## src/rtl/plcounter_mod.sv

```systemverilog
// Parameterised up/down counter with parallel load, sticky overflow/underflow flags and terminal count.
// Optional saturate mode is enabled by defining PLCOUNTER_MOD_SAT_EN; the default build always wraps.
module plcounter_mod #(
    parameter int unsigned WIDTH   = 8,
    parameter int unsigned MAXVAL  = 2**WIDTH - 1,
    parameter int unsigned STEP_W  = 4,
    parameter int unsigned RST_VAL = 0
) (
    input  logic              clk,
    input  logic              rst,
    input  logic              en,
    input  logic              load,
    input  logic              updown,
    input  logic              sat,
    input  logic [WIDTH-1:0]  in,
    input  logic [STEP_W-1:0] step,
    input  logic              clr,
    output logic [WIDTH-1:0]  out,
    output logic              tc,
    output logic              ovf,
    output logic              unf
);

    if (64'(MAXVAL) > ((64'd1 << WIDTH) - 64'd1)) begin : g_bad_maxval
        $error("MAXVAL does not fit in WIDTH bits");
    end
    if (RST_VAL > MAXVAL) begin : g_bad_rst_val
        $error("RST_VAL exceeds MAXVAL");
    end
    if (((64'd1 << STEP_W) - 64'd1) > (64'(MAXVAL) + 64'd1)) begin : g_bad_step_w
        $error("largest step exceeds the count modulus");
    end

    localparam logic [WIDTH:0]   MaxW  = (WIDTH+1)'(MAXVAL);
    localparam logic [WIDTH:0]   ModW  = (WIDTH+1)'(64'(MAXVAL) + 64'd1);
    localparam logic [WIDTH-1:0] MaxN  = WIDTH'(MAXVAL);
    localparam logic [WIDTH-1:0] RstN  = WIDTH'(RST_VAL);

    logic [WIDTH-1:0] cnt_q, cnt_d;
    logic             ovf_q, ovf_d;
    logic             unf_q, unf_d;
    logic             ovf_evt, unf_evt;
    logic             sat_mode;

    // One guard bit so neither the sum nor the wrapped difference truncates.
    logic [WIDTH:0] cur, stp, up_sum, up_wrap, dn_diff, dn_wrap;

`ifdef PLCOUNTER_MOD_SAT_EN
    assign sat_mode = sat;
`else
    logic unused_sat;
    assign unused_sat = sat;
    assign sat_mode   = 1'b0;
`endif

    assign cur     = {1'b0, cnt_q};
    assign stp     = (WIDTH+1)'(step);
    assign up_sum  = cur + stp;
    assign up_wrap = up_sum - ModW;
    assign dn_diff = cur - stp;
    assign dn_wrap = cur + ModW - stp;

    always_comb begin
        cnt_d   = cnt_q;
        ovf_evt = 1'b0;
        unf_evt = 1'b0;
        if (load) begin
            cnt_d = ({1'b0, in} > MaxW) ? MaxN : in;
        end else if (en) begin
            if (updown) begin
                if (up_sum > MaxW) begin
                    ovf_evt = 1'b1;
                    cnt_d   = sat_mode ? MaxN : up_wrap[WIDTH-1:0];
                end else begin
                    cnt_d = up_sum[WIDTH-1:0];
                end
            end else begin
                if (stp <= cur) begin
                    cnt_d = dn_diff[WIDTH-1:0];
                end else begin
                    unf_evt = 1'b1;
                    cnt_d   = sat_mode ? '0 : dn_wrap[WIDTH-1:0];
                end
            end
        end
    end

    // A fresh event wins over a coincident clear.
    assign ovf_d = ovf_evt | (ovf_q & ~clr);
    assign unf_d = unf_evt | (unf_q & ~clr);

    always_ff @(posedge clk) begin
        if (!rst) begin
            cnt_q <= RstN;
            ovf_q <= 1'b0;
            unf_q <= 1'b0;
        end else begin
            cnt_q <= cnt_d;
            ovf_q <= ovf_d;
            unf_q <= unf_d;
        end
    end

    assign out = cnt_q;
    assign ovf = ovf_q;
    assign unf = unf_q;
    assign tc  = updown ? (cnt_q == MaxN) : (cnt_q == '0);

endmodule

```

## config.mk

```make
export PLATFORM = sky130hd
export DESIGN_NAME = plcounter_mod
export DESIGN_NICKNAME = d
export VERILOG_FILES = /design/src/rtl/plcounter_mod.sv
export SDC_FILE = /design/constraint.sdc
export NUM_CORES = 1
export LEC_CHECK = 0
export ABC_AREA = 1
export CAP_MARGIN = 25
export CORE_MARGIN = 5
export CORE_UTILIZATION = 47
export DETAILED_ROUTE_END_ITERATION = 16
export HOLD_SLACK_MARGIN = 0.02
export PLACE_DENSITY_LB_ADDON = 0.3
export SYNTH_ARGS = -nofsm -noshare
export SYNTH_HDL_FRONTEND = slang
export SYNTH_SLANG_ARGS = --single-unit
```

## constraint.sdc

```tcl
create_clock -name clk -period 2 [get_ports clk]
set_clock_uncertainty 0.15 [all_clocks]
set_input_delay 0.5 -clock clk [delete_from_list [all_inputs] [get_ports clk]]
set_output_delay 0.5 -clock clk [all_outputs]
set_load 0.01 [all_outputs]
```

==> flow_summary_export.csv <==
group,metric,value,unit
logic_synthesis,avgSynthCellArea,6.195,µm²
sta,setup_viol,0,
power,power.net_switching,302.4,µW
logic_synthesis,synth_compound_area_frac,0.1392,
clock_tree,cts_made_buffers,3,
power,swShare,0.3618,
worst_setup_path,crit_path_end_kind,"primary output",
floorplanning,core_region_area,0.002002,mm²
grt,grt_pass1_wl,6237,µm
worst_setup_path,r2r_start,"out[0]$_SDFFE_PN0P_",
floorplanning,dieWidth,56.50,µm
logic_synthesis,ys_warn_count,0,
power,p_per_area,487.2,mW/mm²
power,p_int,533.4,µW
detailed_routing,met3_wirelength,357,µm
placement,globalplace.congestion,0.8875,
worst_setup_path,ff2ff_path_depth,13,
detailed_routing,vias,1447,
detailed_routing,ant_nets,0,
clock_tree,cts_max_level,1,
finish,mostFrequentLayoutCells,"41 x nand2_1, 35 x buf_4, 20 x clkdlybuf4s50_1, 18 x inv_1, 17 x nand3_1",
worst_setup_path,reg2reg_to,"out[6]$_SDFFE_PN0P_",
finish,final_common_cell,"nand2_1",
power,power.leakage,0.0008472,µW
grt,grt_max_degree,15,
status,status,"finished clean",
power,share_comb_of_total_power,0.504,
logic_synthesis,yosys.area_share.adder,0.1379,
power,seq_power_share,0.275,
worst_setup_path,crit_start,"out[5]$_SDFFE_PN0P_",
logic_synthesis,synth-xor-area-share,0.008621,
worst_setup_path,path_buf_inv,2,
grt,grt_pass1_vias,1473,
sta,relSlewSlack,0.8116,
worst_setup_path,cp.required,1.35,ns
floorplanning,dieArea,0.003192,mm²
worst_setup_path,cp_cell_sequence,"buf_4 > clkdlybuf4s50_1",
power,vdd.ir_drop.worst,0.4838,mV
placement,portBuffers,28,
worst_setup_path,r2r_slack,0.05,ns
clock_tree,cts_root_buf,"clkbuf_4",
logic_synthesis,synth_top_family_by_area,"simple AND/OR/NAND/NOR gates",
worst_setup_path,path_class,"reg2out",
sta,holdWs,0.3181,ns
worst_setup_path,startpoint_type,"register",
clock_tree,path_clk_slew,0.07,ns
sta,finalHoldViolations,0,
logic_synthesis,synthCells,164,
power,pwr-share-clk,0.221,
worst_setup_path,cp.arrival,1.31,ns
worst_setup_path,path_delay_family,"buffers and inverters",
detailed_routing,first_pass_iters,4,
min_path,hp-class,"reg2reg",
clock_tree,ctsHoldBuffers,0,
grt,track_usage,0.2439,
finish,fin_nets,259,
placement,post_dp_cell_area,0.001546,mm²
worst_setup_path,cp.depth,2,
sta,post-route-period-util,0.9824,
worst_setup_path,critPathCapture,"out[5]",
worst_setup_path,crit_slowest_cell,"clkdlybuf4s50_1",
logic_synthesis,yosys.cell_types.count,27,
detailed_routing,dr.first_iter.drc_count,108,
detailed_routing,wl_met1,1442,µm
logic_synthesis,syn-num-nets,193,
logic_synthesis,synth_seq_cells,10,
logic_synthesis,synth_simple_gate_area_frac,0.3867,
worst_setup_path,max_stage_delay,0.52,ns
grt,globalRouteOverflowTotal,0,
finish,fin_util,0.8569,
finish,final_area,0.001715,mm²
sta,fin_crit,1.965,ns
detailed_routing,wl_met2,2040,µm
clock_tree,cts_tree,"yes",
floorplanning,io_pins,30,
detailed_routing,routed_wl,4018,µm
placement,place_hpwl,2767,µm
worst_setup_path,critPathMaxFanout,4,
finish,syn_to_final_growth,68.84,%
floorplanning,die_h,56.50,µm
clock_tree,clk_latency,0.27,ns
sta,drv_slew,0,
detailed_routing,maxUsedRoutingLayer,"met4",
sta,tightest_slew,0.2797,ns
grt,grt_antenna_before_repair,0,
detailed_routing,wl_per_cell,15.70,µm
finish,n_antenna_cell,0,
clock_tree,clock_sinks,10,
min_path,worstHoldStart,"unf$_SDFF_PN0_",
clock_tree,clockBufferDepth,2,
sta,setup_tns,0,ns
detailed_routing,drcViolationCount,0,
logic_synthesis,syn_area,0.001016,mm²
placement,post-place-ws,-0.5489,ns
sta,setup_ws,0.03516,ns
floorplanning,rows,16,
floorplanning,initial_core_util,0.5075,
sta,max_clock_freq,0.5089,GHz
logic_synthesis,synth_mux_area_frac,0,
finish,drive_gt1_frac,0.3668,
logic_synthesis,ys_seq_area_frac,0.1970,
flow_run,maxCapViolations,0,
detailed_routing,via_per_inst,5.652,
[cells in the mapped netlist (all sizes together)]
| cell | n | area share |
|---|---|---|
| nand2 | 47 | 0.18 |
| inv | 26 | 0.096 |
| nand3 | 20 | 0.10 |
| a21oi | 11 | 0.058 |
| nor2 | 11 | 0.043 |
| dfxtp | 10 | 0.20 |
| ha | 8 | 0.099 |
| o21ai | 6 | 0.030 |
| a22oi | 5 | 0.037 |
| nand4 | 4 | 0.025 |
| nor3 | 4 | 0.020 |
| buf | 3 | 0.027 |
| fa | 2 | 0.039 |
| a31oi | 1 | 0.0062 |
| clkbuf | 1 | 0.0037 |
| clkinv | 1 | 0.0037 |
| nor4 | 1 | 0.0062 |
| o221ai | 1 | 0.0086 |
| or2 | 1 | 0.0086 |
| xor2 | 1 | 0.0086 |
[metal layers]
layer / GRT usage / vias to the layer above
met2: 0.4439 / 111
li1: - / 666
met5: 0 / -
met4: 0.1356 / 0
met3: 0.05505 / 21
met1: 0.2531 / 649
[kinds of logic (layout without fill, tap and decap cells)]
kind of cell,count (synthesis),in the layout
xor+xnor,1,1
flops,10,10
simple gates,88,88
buf+inv,31,96
fa+ha+maj,10,10
compound gates,24,24
[cell type report]
cell class                      instances  area [µm²]
Sequential cell                        10       211.5
Clock buffer                            4       36.28
Inverter                               27       101.3
Multi-Input combinational cell        123       787.0
Timing Repair Buffer                   65       545.5
Fill cell                             130       286.5
Tap cell                               27       33.78
[worst reg2reg max path, delay by kind of cell, from the launching register on]
family	cells	cell delay [ns]
AOI/OAI and AO/OA	1	0.12
DFF	1	0.35
buffers and inverters	4	0.25
adders and majority gates	2	0.53
and+or+nand+nor	6	0.47
[repair_timing]
item / CTS / global route
pin swaps: 11 / 1
resized for setup: 38 / 17
setup buffers: 4 / 0
setup endpoints to repair: 11 / 9
endpoints found under the hold margin: 0 / 0
[sequential cells by signal (all words and copies together) (netlist names)]
name  flops
unf       1
out       8
ovf       1
[stage by stage]
step	power, µW	std cells
after floorplan	407.6	164
after global placement	575.9	248
after detailed placement	592.7	248
after CTS	802.7	256
after global routing	884.7	256
final	835.8	256
[worst min-delay path by stage]
stage / to / slack [ns] / cells past startpoint
after floorplan: ovf$_SDFF_PN0_ / 0.34 / 2
after global placement: ovf$_SDFF_PN0_ / 0.30 / 2
after detailed placement: ovf$_SDFF_PN0_ / 0.30 / 2
after CTS: unf$_SDFF_PN0_ / 0.32 / 2
after global routing: unf$_SDFF_PN0_ / 0.35 / 2
final: unf$_SDFF_PN0_ / 0.32 / 2
[power by group through the flow]
stage / registers (µW) / logic (µW) / clock network, µW
floorplan: 239 / 169 / 0
global placement: 230 / 346 / 0
detailed placement: 231 / 361 / 0
CTS: 228 / 389 / 186
global route: 231 / 454 / 199
finish: 230 / 421 / 185
Note: power is estimated with default switching activity, not from simulation.
